--- src/rtl/io_map_pkg.sv ---
// io_map_pkg: address map and shared types for the I/O bridge.
//   - Device windows (timer, switches, display) and the bridge status
//     register addresses.
//   - target_e: which device an address selects.
//   - wbuf_t: the one-entry posted-write buffer.
package io_map_pkg;

    localparam logic [31:0] TMR_BASE     = 32'h0000_7f00;
    localparam logic [31:0] TMR_LIMIT    = 32'h0000_7f0b;
    localparam logic [31:0] SW_BASE      = 32'h0000_7f2c;
    localparam logic [31:0] SW_LIMIT     = 32'h0000_7f33;
    localparam logic [31:0] DGT_ADDR0    = 32'h0000_7f38;
    localparam logic [31:0] DGT_ADDR1    = 32'h0000_7f3c;
    localparam logic [31:0] STAT_ERR     = 32'h0000_7f40;
    localparam logic [31:0] STAT_BADADDR = 32'h0000_7f44;

    typedef enum logic [2:0] {
        TGT_NONE = 3'd0,
        TGT_TMR  = 3'd1,
        TGT_SW   = 3'd2,
        TGT_DGT  = 3'd3,
        TGT_STAT = 3'd4
    } target_e;

    typedef struct packed {
        logic        valid;
        logic [31:0] addr;
        logic [31:0] data;
        target_e     target;
    } wbuf_t;

endpackage

--- src/rtl/io_addr_decode.sv ---
// io_addr_decode: combinational CPU address decode.
// Ports:
//   addr     in  32  CPU byte address
//   target   out     selected device (TGT_NONE when unmapped/misaligned)
//   writable out  1  target accepts stores at this address
// Macro IO_BRIDGE_ERR_EN maps the bridge status registers.
module io_addr_decode
    import io_map_pkg::*;
(
    input  logic [31:0] addr,
    output target_e     target,
    output logic        writable
);

    always_comb begin
        target   = TGT_NONE;
        writable = 1'b0;
        // Only word-aligned accesses decode to anything.
        if (addr[1:0] == 2'b00) begin
            if (addr >= TMR_BASE && addr <= TMR_LIMIT) begin
                target   = TGT_TMR;
                writable = 1'b1;
            end else if (addr >= SW_BASE && addr <= SW_LIMIT) begin
                target   = TGT_SW;
            end else if (addr == DGT_ADDR0 || addr == DGT_ADDR1) begin
                target   = TGT_DGT;
                writable = 1'b1;
`ifdef IO_BRIDGE_ERR_EN
            end else if (addr == STAT_ERR) begin
                target   = TGT_STAT;
                writable = 1'b1;
            end else if (addr == STAT_BADADDR) begin
                // BADADDR is read-only; a store to it is a bus error.
                target   = TGT_STAT;
`endif
            end
        end
    end

endmodule

--- src/rtl/io_bridge.sv ---
// io_bridge: MIPS data-memory port to memory-mapped peripheral bridge.
// Ports:
//   clk, reset            clock, synchronous active-high reset
//   cpu_addr/wdata/we/re  CPU MEM-stage access
//   cpu_rdata, cpu_stall  load data and MEM-stage hold
//   dev_addr, dev_wdata   shared device address/data bus
//   tmr_we, dgt_we        one-cycle device write strobes
//   tmr/sw/dgt_rdata      device read data
//   tmr_irq               timer interrupt level
//   hw_int[5:0]           CP0 hardware interrupt vector
// Macro IO_BRIDGE_ERR_EN adds the ERR/BADADDR status registers and the
// bus-error interrupt on hw_int[1].
module io_bridge
    import io_map_pkg::*;
(
    input  logic        clk,
    input  logic        reset,
    input  logic [31:0] cpu_addr,
    input  logic [31:0] cpu_wdata,
    input  logic        cpu_we,
    input  logic        cpu_re,
    output logic [31:0] cpu_rdata,
    output logic        cpu_stall,
    output logic [31:0] dev_addr,
    output logic [31:0] dev_wdata,
    output logic        tmr_we,
    output logic        dgt_we,
    input  logic [31:0] tmr_rdata,
    input  logic [31:0] sw_rdata,
    input  logic [31:0] dgt_rdata,
    input  logic        tmr_irq,
    output logic [5:0]  hw_int
);

    target_e     target;
    logic        writable;
    wbuf_t       wbuf_q, wbuf_d;
    logic        rd_only;
    logic        addr_hit;
    logic        load;
    logic        err_flag;
    logic [31:0] stat_rdata;

    io_addr_decode u_decode (
        .addr     (cpu_addr),
        .target   (target),
        .writable (writable)
    );

    // A simultaneous load/store request is a store.
    assign rd_only  = cpu_re && !cpu_we;
    assign addr_hit = (cpu_addr == wbuf_q.addr);
    assign load     = cpu_we && writable && (target == TGT_TMR || target == TGT_DGT);

    always_comb begin
        wbuf_d.valid  = load;
        wbuf_d.addr   = cpu_addr;
        wbuf_d.data   = cpu_wdata;
        wbuf_d.target = target;
    end

    always_ff @(posedge clk) begin
        if (reset) begin
            wbuf_q <= '0;
        end else begin
            wbuf_q <= wbuf_d;
        end
    end

    // Outputs are gated by reset so a store buffered just before reset
    // never reaches a device.
    assign dev_addr  = (wbuf_q.valid && !reset) ? wbuf_q.addr : cpu_addr;
    assign dev_wdata = (wbuf_q.valid && !reset) ? wbuf_q.data : cpu_wdata;
    assign tmr_we    = !reset && wbuf_q.valid && (wbuf_q.target == TGT_TMR);
    assign dgt_we    = !reset && wbuf_q.valid && (wbuf_q.target == TGT_DGT);
    // A load that misses the pending write waits one cycle for the drain.
    assign cpu_stall = !reset && wbuf_q.valid && rd_only && !addr_hit;

    always_comb begin
        if (wbuf_q.valid && rd_only && addr_hit) begin
            cpu_rdata = wbuf_q.data;
        end else begin
            case (target)
                TGT_TMR:  cpu_rdata = tmr_rdata;
                TGT_SW:   cpu_rdata = sw_rdata;
                TGT_DGT:  cpu_rdata = dgt_rdata;
                TGT_STAT: cpu_rdata = stat_rdata;
                default:  cpu_rdata = 32'h0;
            endcase
        end
    end

`ifdef IO_BRIDGE_ERR_EN
    logic [31:0] err_q, err_d;
    logic [31:0] badaddr_q, badaddr_d;
    logic        stat_clear;
    logic        bus_err;

    assign stat_clear = cpu_we && writable && (target == TGT_STAT);
    // Stalled loads repeat next cycle; count an unmapped load only once.
    assign bus_err    = (cpu_we && !writable) ||
                        (rd_only && target == TGT_NONE && !cpu_stall);

    always_comb begin
        err_d     = err_q;
        badaddr_d = badaddr_q;
        if (stat_clear) begin
            err_d     = '0;
            badaddr_d = '0;
        end
        // Applied after the clear so a coincident error survives it.
        if (bus_err) begin
            if (!err_d[0]) begin
                badaddr_d = cpu_addr;
            end
            err_d[0] = 1'b1;
            if (err_d[31:16] != 16'hffff) begin
                err_d[31:16] = err_d[31:16] + 16'd1;
            end
        end
    end

    always_ff @(posedge clk) begin
        if (reset) begin
            err_q     <= '0;
            badaddr_q <= '0;
        end else begin
            err_q     <= err_d;
            badaddr_q <= badaddr_d;
        end
    end

    assign stat_rdata = (cpu_addr == STAT_BADADDR) ? badaddr_q : err_q;
    assign err_flag   = err_q[0];
`else
    assign stat_rdata = 32'h0;
    assign err_flag   = 1'b0;
`endif

    assign hw_int = reset ? 6'b0 : {4'b0000, err_flag, tmr_irq};

endmodule

--- config.mk ---
export PLATFORM = sky130hd
export DESIGN_NAME = io_bridge
export DESIGN_NICKNAME = d
export VERILOG_FILES = /design/src/rtl/io_map_pkg.sv /design/src/rtl/io_addr_decode.sv /design/src/rtl/io_bridge.sv
export SDC_FILE = /design/constraint.sdc
export NUM_CORES = 1
export LEC_CHECK = 0
export ABC_AREA = 1
export CORE_MARGIN = 1.5
export CORE_UTILIZATION = 30
export DETAILED_ROUTE_END_ITERATION = 8
export GPL_ROUTABILITY_DRIVEN = 0
export GPL_TIMING_DRIVEN = 0
export PLACE_DENSITY = 0.72
export SYNTH_ARGS = -nofsm -noshare
export SYNTH_HDL_FRONTEND = slang
export SYNTH_SLANG_ARGS = --single-unit
--- constraint.sdc ---
create_clock -name clk -period 2.9 [get_ports clk]
set_input_delay 0.87 -clock clk [delete_from_list [all_inputs] [get_ports clk]]
set_output_delay 0.87 -clock clk [all_outputs]
set_load 0.01 [all_outputs]
==> results of run 1 <==
==> layout by cell type, fill, tap and decap left out, drive strengths merged <==
master	instances
dlygate4sd2	37
clkinv	1
nor2	101
buf	154
clkdlybuf4s50	131
nor3	1
nand3	135
clkinvlp	1
clkdlybuf4s15	7
dfxtp	67
inv	112
conb	5
o21ai	66
dlymetal6s2s	1
a21oi	1
and2	2
nand4	35
xnor2	21
dlygate4sd1	1
bufinv	2
nand2	216
clkbuf	44
or2	5
==> critical path, delay by kind of cell <==
kind | cells | cell delay [ps]
simple gates | 9 | 840
buf+inv | 6 | 720
==> routing by layer <==
metal	up-vias	routed length (um)
met2	191	10000
met4	0	378
met1	2838	7980
met3	26	1380
met5	-	0
li1	3229	-
==> logic make-up (layout without fill, tap and decap cells) <==
logic type,after synthesis,after routing
compound gates,67,67
xor+xnor,21,21
buf+inv,173,491
flops,67,67
other cells,1,5
simple gates,495,495
==> area by class of cell <==
class,instances,area (sq um),share of cell area
multi-input cells,588,3120,0.354
clock inverters,4,72.6,0.00825
clock buffers,12,256,0.0292
inverters,112,433,0.0492
plain buffers,57,472,0.0536
flip-flops and latches,67,1340,0.152
repair buffers,306,2840,0.322
well taps,216,270,0.0307
==> through the flow <==
step	cells	power [mW]
floorplan	828	1.19
global placement	1308	1.56
detailed placement	1308	1.57
CTS	1356	2.75
global route	1362	2.86
finish	1362	2.74
==> worst paths after layout <==
check | depth (start not counted) | slack [ps] | endpoint | startpoint
max | 15 | -410 | cpu_rdata[13] | cpu_addr[23]
min | 3 | 760 | wbuf_q[53] | cpu_addr[18]
==> repair_timing <==
action | CTS | global route
gates resized for setup | 558 | 113
endpoints found under the setup margin | 100 | 69
endpoints found under the hold margin | 0 | 0
buffers inserted | 24 | 7
pin swaps | 95 | 44
gates cloned | 11 | 0
==> power by group through the flow <==
stage | clock, mW | sequential [mW] | combinational (mW)
after floorplan | 0 | 1.01 | 0.180
after global placement | 0 | 1.02 | 0.542
after detailed placement | 0 | 1.02 | 0.547
after CTS | 1.22 | 0.999 | 0.534
after global routing | 1.27 | 1.01 | 0.591
final | 1.20 | 1.00 | 0.548
==> parameters.txt, run 1 <==
Parameter                              Value

Run status
  Outcome    complete, but fails checks
  Violated checks    setup timing

Yosys
  Synth Instances    between 800 and 900
  Synthesized-area fraction occupied by xor and xnor cells    0.0383
  Total number of yosys warnings    0
  Most numerous cell in the Yosys netlist    sky130_fd_sc_hd__nand2_1
  Leading area contributor after synthesis    sky130_fd_sc_hd__dfxtp_1
  Fraction of the mapped netlist area in adder cells    0
  Synth Area in Compound Gates    0.0706
  Number of enable flip-flop cells after synthesis    0
  Summed instance area of the synthesized netlist    4800 sq um
  Library cells used by synthesis    25
  Number of register bits inferred by synthesis    67
  Mean Syn Cell Area    5.83 sq um
  Area share of the leading cell type in the synthesized netlist    0.279
  Most area-consuming cells after synthesis    sky130_fd_sc_hd__dfxtp_1, sky130_fd_sc_hd__nand2_1, sky130_fd_sc_hd__nand3_1
  Combinational family with the most area after synthesis    simple AND/OR/NAND/NOR gates
  Async set or reset register ratio after synthesis    0
  Share of the yosys chip area belonging to registers    0.279
  Simple-gate share of the synthesized area    0.454
  Portion of netlist area occupied by mux cells    0
  Post-synth top flop    sky130_fd_sc_hd__dfxtp_1
  Post-synth top cells    sky130_fd_sc_hd__nand2_1, sky130_fd_sc_hd__nand3_1, sky130_fd_sc_hd__inv_1

Routing
  Post-DR wirelength/cell    14.5 um
  Routed Wire Length    19800 um
  DR vias    6284
  Residual antenna-violating net count after detailed routing    0
  Post-detailed-route via-to-cell ratio    4.61
  Number of DRC violations after detailed routing    0
  First-pass detailed-route iteration total    5
  Iter 0 DRT Violations    300

Power and ir drop
  Sequential share of power    0.365
  Power per cell area    312 nW/um^2
  Sw frac    0.240
  Combinational power share    0.200
  Peak supply drop    276 uV
  Leak    between 4 and 5 nW
  Power Internal    2.09 mW
  Clock power frac    0.436
  Switching power    0.658 mW

Timing
  Worst hold margin    around 760 ps
  Pin slew with the least headroom to its limit    502 ps
  Relative slew slack    0.665
  Final number of hold-violating endpoints    0
  Minimum period implied by the final worst setup slack    3310 ps
  Total of endpoints with negative setup slack in the final report    33
  Number of max-slew violations in the final report    0
  Post-route fraction of the period consumed by the critical path    1.14
  Top achievable clock speed    between 0.3 and 0.4 GHz
  Setup repair after global routing missed its margin    yes
  Post-route setup TNS    -11680 ps
  Setup slack after layout    -412 ps

Layout
  Ratio of cells with drive above 1 in the final layout    0.260
  Area growth from synthesis to layout    83.2%
  Max reg flops    67
  Inserted Diodes    0
  Final design utilization    0.558
  Largest registers    wbuf_q (67)
  Area of all placed cells without fillers    8800 sq um
  Largest register by flop count    wbuf_q
  Fin nets    1306
  Layout filler cell count    approximately 1.6k

Clock tree
  TritonCTS clock tree    built
  Post-CTS clock slew at the launch and capture registers of the worst setup and hold paths    60 ps
  Clk buf depth    2
  Clock Tree Root    sky130_fd_sc_hd__clkbuf_16
  Sink Count    67
  Hold buffer count at CTS    0
  H-tree level count    3
  Cts bufs inserted    9

Floorplanning
  Die width    130 um
  Starting density of the core    0.305
  Floorplan row count    46
  IO Pins    270
  Area of the die    16800 sq um
  Core Region    roughly 16000 sq um
  Die height    approximately 130 um

Global routing
  Antenna violations before repair    0
  Top Usage Layer GRT    met2
  Global-route met1 utilization    0.252
  GRT Residual Overflow    0
  GRT met2 Usage    0.417
  Via count of the first global-routing pass    5978
  Met3 Usage GRT    0.0508
  Pin count of the biggest net entering global routing    20
  Global router's overall resource usage    0.223
  First-pass GRT wire length    approximately 30000 um

Critical path
  Max incr delay on CP    140 ps
  Critical path data arrival time    2440 ps
  Worst setup path category    input port to primary output
  Required time of the critical path    2030 ps
  Highest-delay cell along the critical path    sky130_fd_sc_hd__buf_12
  Crit path capture type    primary output
  Top fanout value on the critical path    7
  Startpoint type of the worst setup path    input port
  Most frequent cell on the critical path    sky130_fd_sc_hd__buf_6
  Critical path, cell by cell    buf_6, nor2_4, nand2_2, nor2_4, nand2_4, buf_12, buf_6, nor2_4, buf_12, buf_6, nand4_1, nand2_1, nand3_1, nand2_1, buf_6

Place
  Count of buffers inserted at the top-level ports    264
  Detail Placement HPWL    15100 um
  Cell area after placement    7730 sq um
  Post-placement worst setup slack    -1480 ps

Worst hold path
  Class of the tightest hold or removal check    input port to flop

Flow run
  Max-capacitance violation count    0
No activity file was read; power rests on OpenSTA's default activity.
==> run 2: changes to the inputs <==
- CTS_BUF_LIST: not set -> sky130_fd_sc_hd__clkbuf_8
==> parameters.txt, run 2 (same netlist as run 1, synthesis figures left out) <==
Parameter                              Value

Routing
  DR vias    6310 (was 6284)
  Post-DR wirelength/cell    14.9 um (was 14.5 um)
  Iter 0 DRT Violations    231 (was 300)
  Number of DRC violations after detailed routing    0 (unchanged)
  Routed Wire Length    20300 um (was 19800 um)
  First-pass detailed-route iteration total    5 (unchanged)
  Residual antenna-violating net count after detailed routing    0 (unchanged)
  Post-detailed-route via-to-cell ratio    4.64 (was 4.61)

Clock tree
  Clock Tree Root    sky130_fd_sc_hd__clkbuf_8 (was sky130_fd_sc_hd__clkbuf_16)
  H-tree level count    3 (unchanged)
  Hold buffer count at CTS    0 (unchanged)
  Clk buf depth    2 (unchanged)
  Sink Count    67 (unchanged)
  Cts bufs inserted    9 (unchanged)
  Post-CTS clock slew at the launch and capture registers of the worst setup and hold paths    80 ps (was 60 ps)
  TritonCTS clock tree    built (unchanged)

Timing
  Post-route setup TNS    -11170 ps (was -11680 ps)
  Post-route fraction of the period consumed by the critical path    1.13 (was 1.14)
  Minimum period implied by the final worst setup slack    3280 ps (was 3310 ps)
  Top achievable clock speed    0.305 GHz (was 0.302 GHz)
  Setup repair after global routing missed its margin    yes (unchanged)
  Number of max-slew violations in the final report    0 (unchanged)
  Setup slack after layout    -379 ps (was -412 ps)
  Total of endpoints with negative setup slack in the final report    33 (unchanged)
  Final number of hold-violating endpoints    0 (unchanged)

Place
  Detail Placement HPWL    15100 um (unchanged)
  Count of buffers inserted at the top-level ports    264 (unchanged)
  Cell count after placement    1308 (unchanged)

Floorplanning
  Die width    130 um (unchanged)
  Die height    130 um (unchanged)
  Starting density of the core    0.305 (unchanged)
  IO Pins    270 (unchanged)
  Core Region    15800 sq um (unchanged)
  Floorplan row count    46 (unchanged)
  Area of the die    16800 sq um (unchanged)

Critical path
  Source of the critical timing path    cpu_addr[23] (unchanged)
  Top fanout value on the critical path    8 (was 7)
  Required time of the critical path    2030 ps (about the same)
  Worst setup path category    input port to primary output (unchanged)
  Critical path data arrival time    2410 ps (was 2440 ps)
  Crit path capture type    primary output (unchanged)
  Startpoint type of the worst setup path    input port (unchanged)
  Crit path to    cpu_rdata[3] (was cpu_rdata[13])

Layout
  Largest registers    wbuf_q (67) (unchanged)
  Fin nets    1304 (was 1306)
  Finished Layout Cells    1360 (was 1362)
  Largest register by flop count    wbuf_q (unchanged)
  Area growth from synthesis to layout    85.6% (was 83.2%)
  Inserted Diodes    0 (unchanged)
  Ratio of cells with drive above 1 in the final layout    0.298 (was 0.260)
  Max reg flops    67 (unchanged)
  Commonest cells after routing, fill and taps aside    sky130_fd_sc_hd__nand2_1, sky130_fd_sc_hd__clkdlybuf4s50_1, sky130_fd_sc_hd__inv_1 (was sky130_fd_sc_hd__nand2_1, sky130_fd_sc_hd__clkdlybuf4s50_1, sky130_fd_sc_hd__nand3_1)
  Most common library cell in the layout ignoring fill and taps    sky130_fd_sc_hd__nand2_1 (unchanged)

Power and ir drop
  Leak    4.19 nW (was 4.21 nW)
  Post-route total power    2.45 mW (was 2.74 mW)
  Power per cell area    275 nW/um^2 (was 312 nW/um^2)
  Peak supply drop    230 uV (was 276 uV)

Global routing
  First-pass GRT wire length    29200 um (was 29600 um)
  Global router's overall resource usage    0.221 (was 0.223)
  Pin count of the biggest net entering global routing    20 (unchanged)
  Via count of the first global-routing pass    5896 (was 5978)
  GRT Residual Overflow    0 (unchanged)
  Antenna violations before repair    0 (unchanged)

Run status
  Outcome    complete, but fails checks (unchanged)
  Violated checks    setup timing (unchanged)

Worst hold path
  Min-Delay Startpoint    cpu_addr[18] (unchanged)
  Class of the tightest hold or removal check    input port to flop (unchanged)

Flow run
  Max-capacitance violation count    0 (unchanged)
run 2: cell count changes in the layout (fill, tap and decap cells not counted), moves of 4 or more:
cell                        previous run  this run
sky130_fd_sc_hd__buf_4                44        36
sky130_fd_sc_hd__buf_6                48        52
sky130_fd_sc_hd__clkbuf_16             9         4
sky130_fd_sc_hd__clkbuf_8              7        16
sky130_fd_sc_hd__inv_1                97        93
sky130_fd_sc_hd__inv_2                12        17
sky130_fd_sc_hd__nand2_1             187       174
sky130_fd_sc_hd__nand2_2              23        36
sky130_fd_sc_hd__nand3_1             114        90
sky130_fd_sc_hd__nand3_2              18        42
run 2: cell type report:
type                       count  area, sq um
buffer                        58          485
clock buffer                  11          151
clock inverter                 5         76.3
fill                        1565         6850
inverter                     112          433
multi-input combinational    588         3290
sequential                    67         1340
tap                          216          270
timing repair buffer         303         2870
run 2: per-stage QoR:
step                      setup WS [ps]   util  hold slack, ps  area, sq um
after floorplan                    85.9      -             947         4820
after global placement            -1440  0.490            1410         7730
after detailed placement          -1480  0.490            1410         7730
after CTS                          -361  0.533             709         8410
after global routing               -490  0.565             720         8920
final                              -379  0.565             732         8920
run 2: worst min path at each step:
stage,endpoint,slack (ps),depth (start not counted)
6_report,wbuf_q[53],730,3
5_1_grt,wbuf_q[53],720,3
4_1_cts,wbuf_q[53],710,3
3_5_place_dp,wbuf_q[23],1410,3
3_3_place_gp,wbuf_q[27],1410,3
2_1_floorplan,wbuf_q[0],950,1
run 2: per-layer routing:
metal  up-vias  global-route usage  wire length, um
li1       3221                   -                -
met1      2884               0.250             8070
met2       177               0.415            10300
met3        28              0.0508             1450
met4         0              0.0627              408
met5         -                   0                0
run 2: power breakdown:
group / internal, mW / total, mW / leakage (nW) / switching (mW)
logic: 0.322 / 0.557 / 3.51 / 0.235
clock network: 0.527 / 0.892 / 0.117 / 0.365
registers: 0.968 / 0.999 / 0.558 / 0.0313
total: 1.82 / 2.45 / 4.19 / 0.632
run 2: worst max-delay path, cell delays in order:
cell and delay [ps]:
sky130_fd_sc_hd__buf_8 110, sky130_fd_sc_hd__nor2_4 100, sky130_fd_sc_hd__nand2_2 60, sky130_fd_sc_hd__nor2_4 130, sky130_fd_sc_hd__nand2_4 80, sky130_fd_sc_hd__buf_12 140, sky130_fd_sc_hd__buf_6 110, sky130_fd_sc_hd__nor2_4 90
sky130_fd_sc_hd__buf_12 150, sky130_fd_sc_hd__clkbuf_16 140, sky130_fd_sc_hd__nand4_1 70, sky130_fd_sc_hd__nand2_1 90, sky130_fd_sc_hd__nand3_1 70, sky130_fd_sc_hd__nand2_1 60, sky130_fd_sc_hd__buf_2 120
run 2: what timing repair did:
action	in CTS	in global routing
setup buffers	19	6
cloned	10	4
pin swaps	56	85
gates resized for setup	553	168
endpoints found under the setup margin	100	69
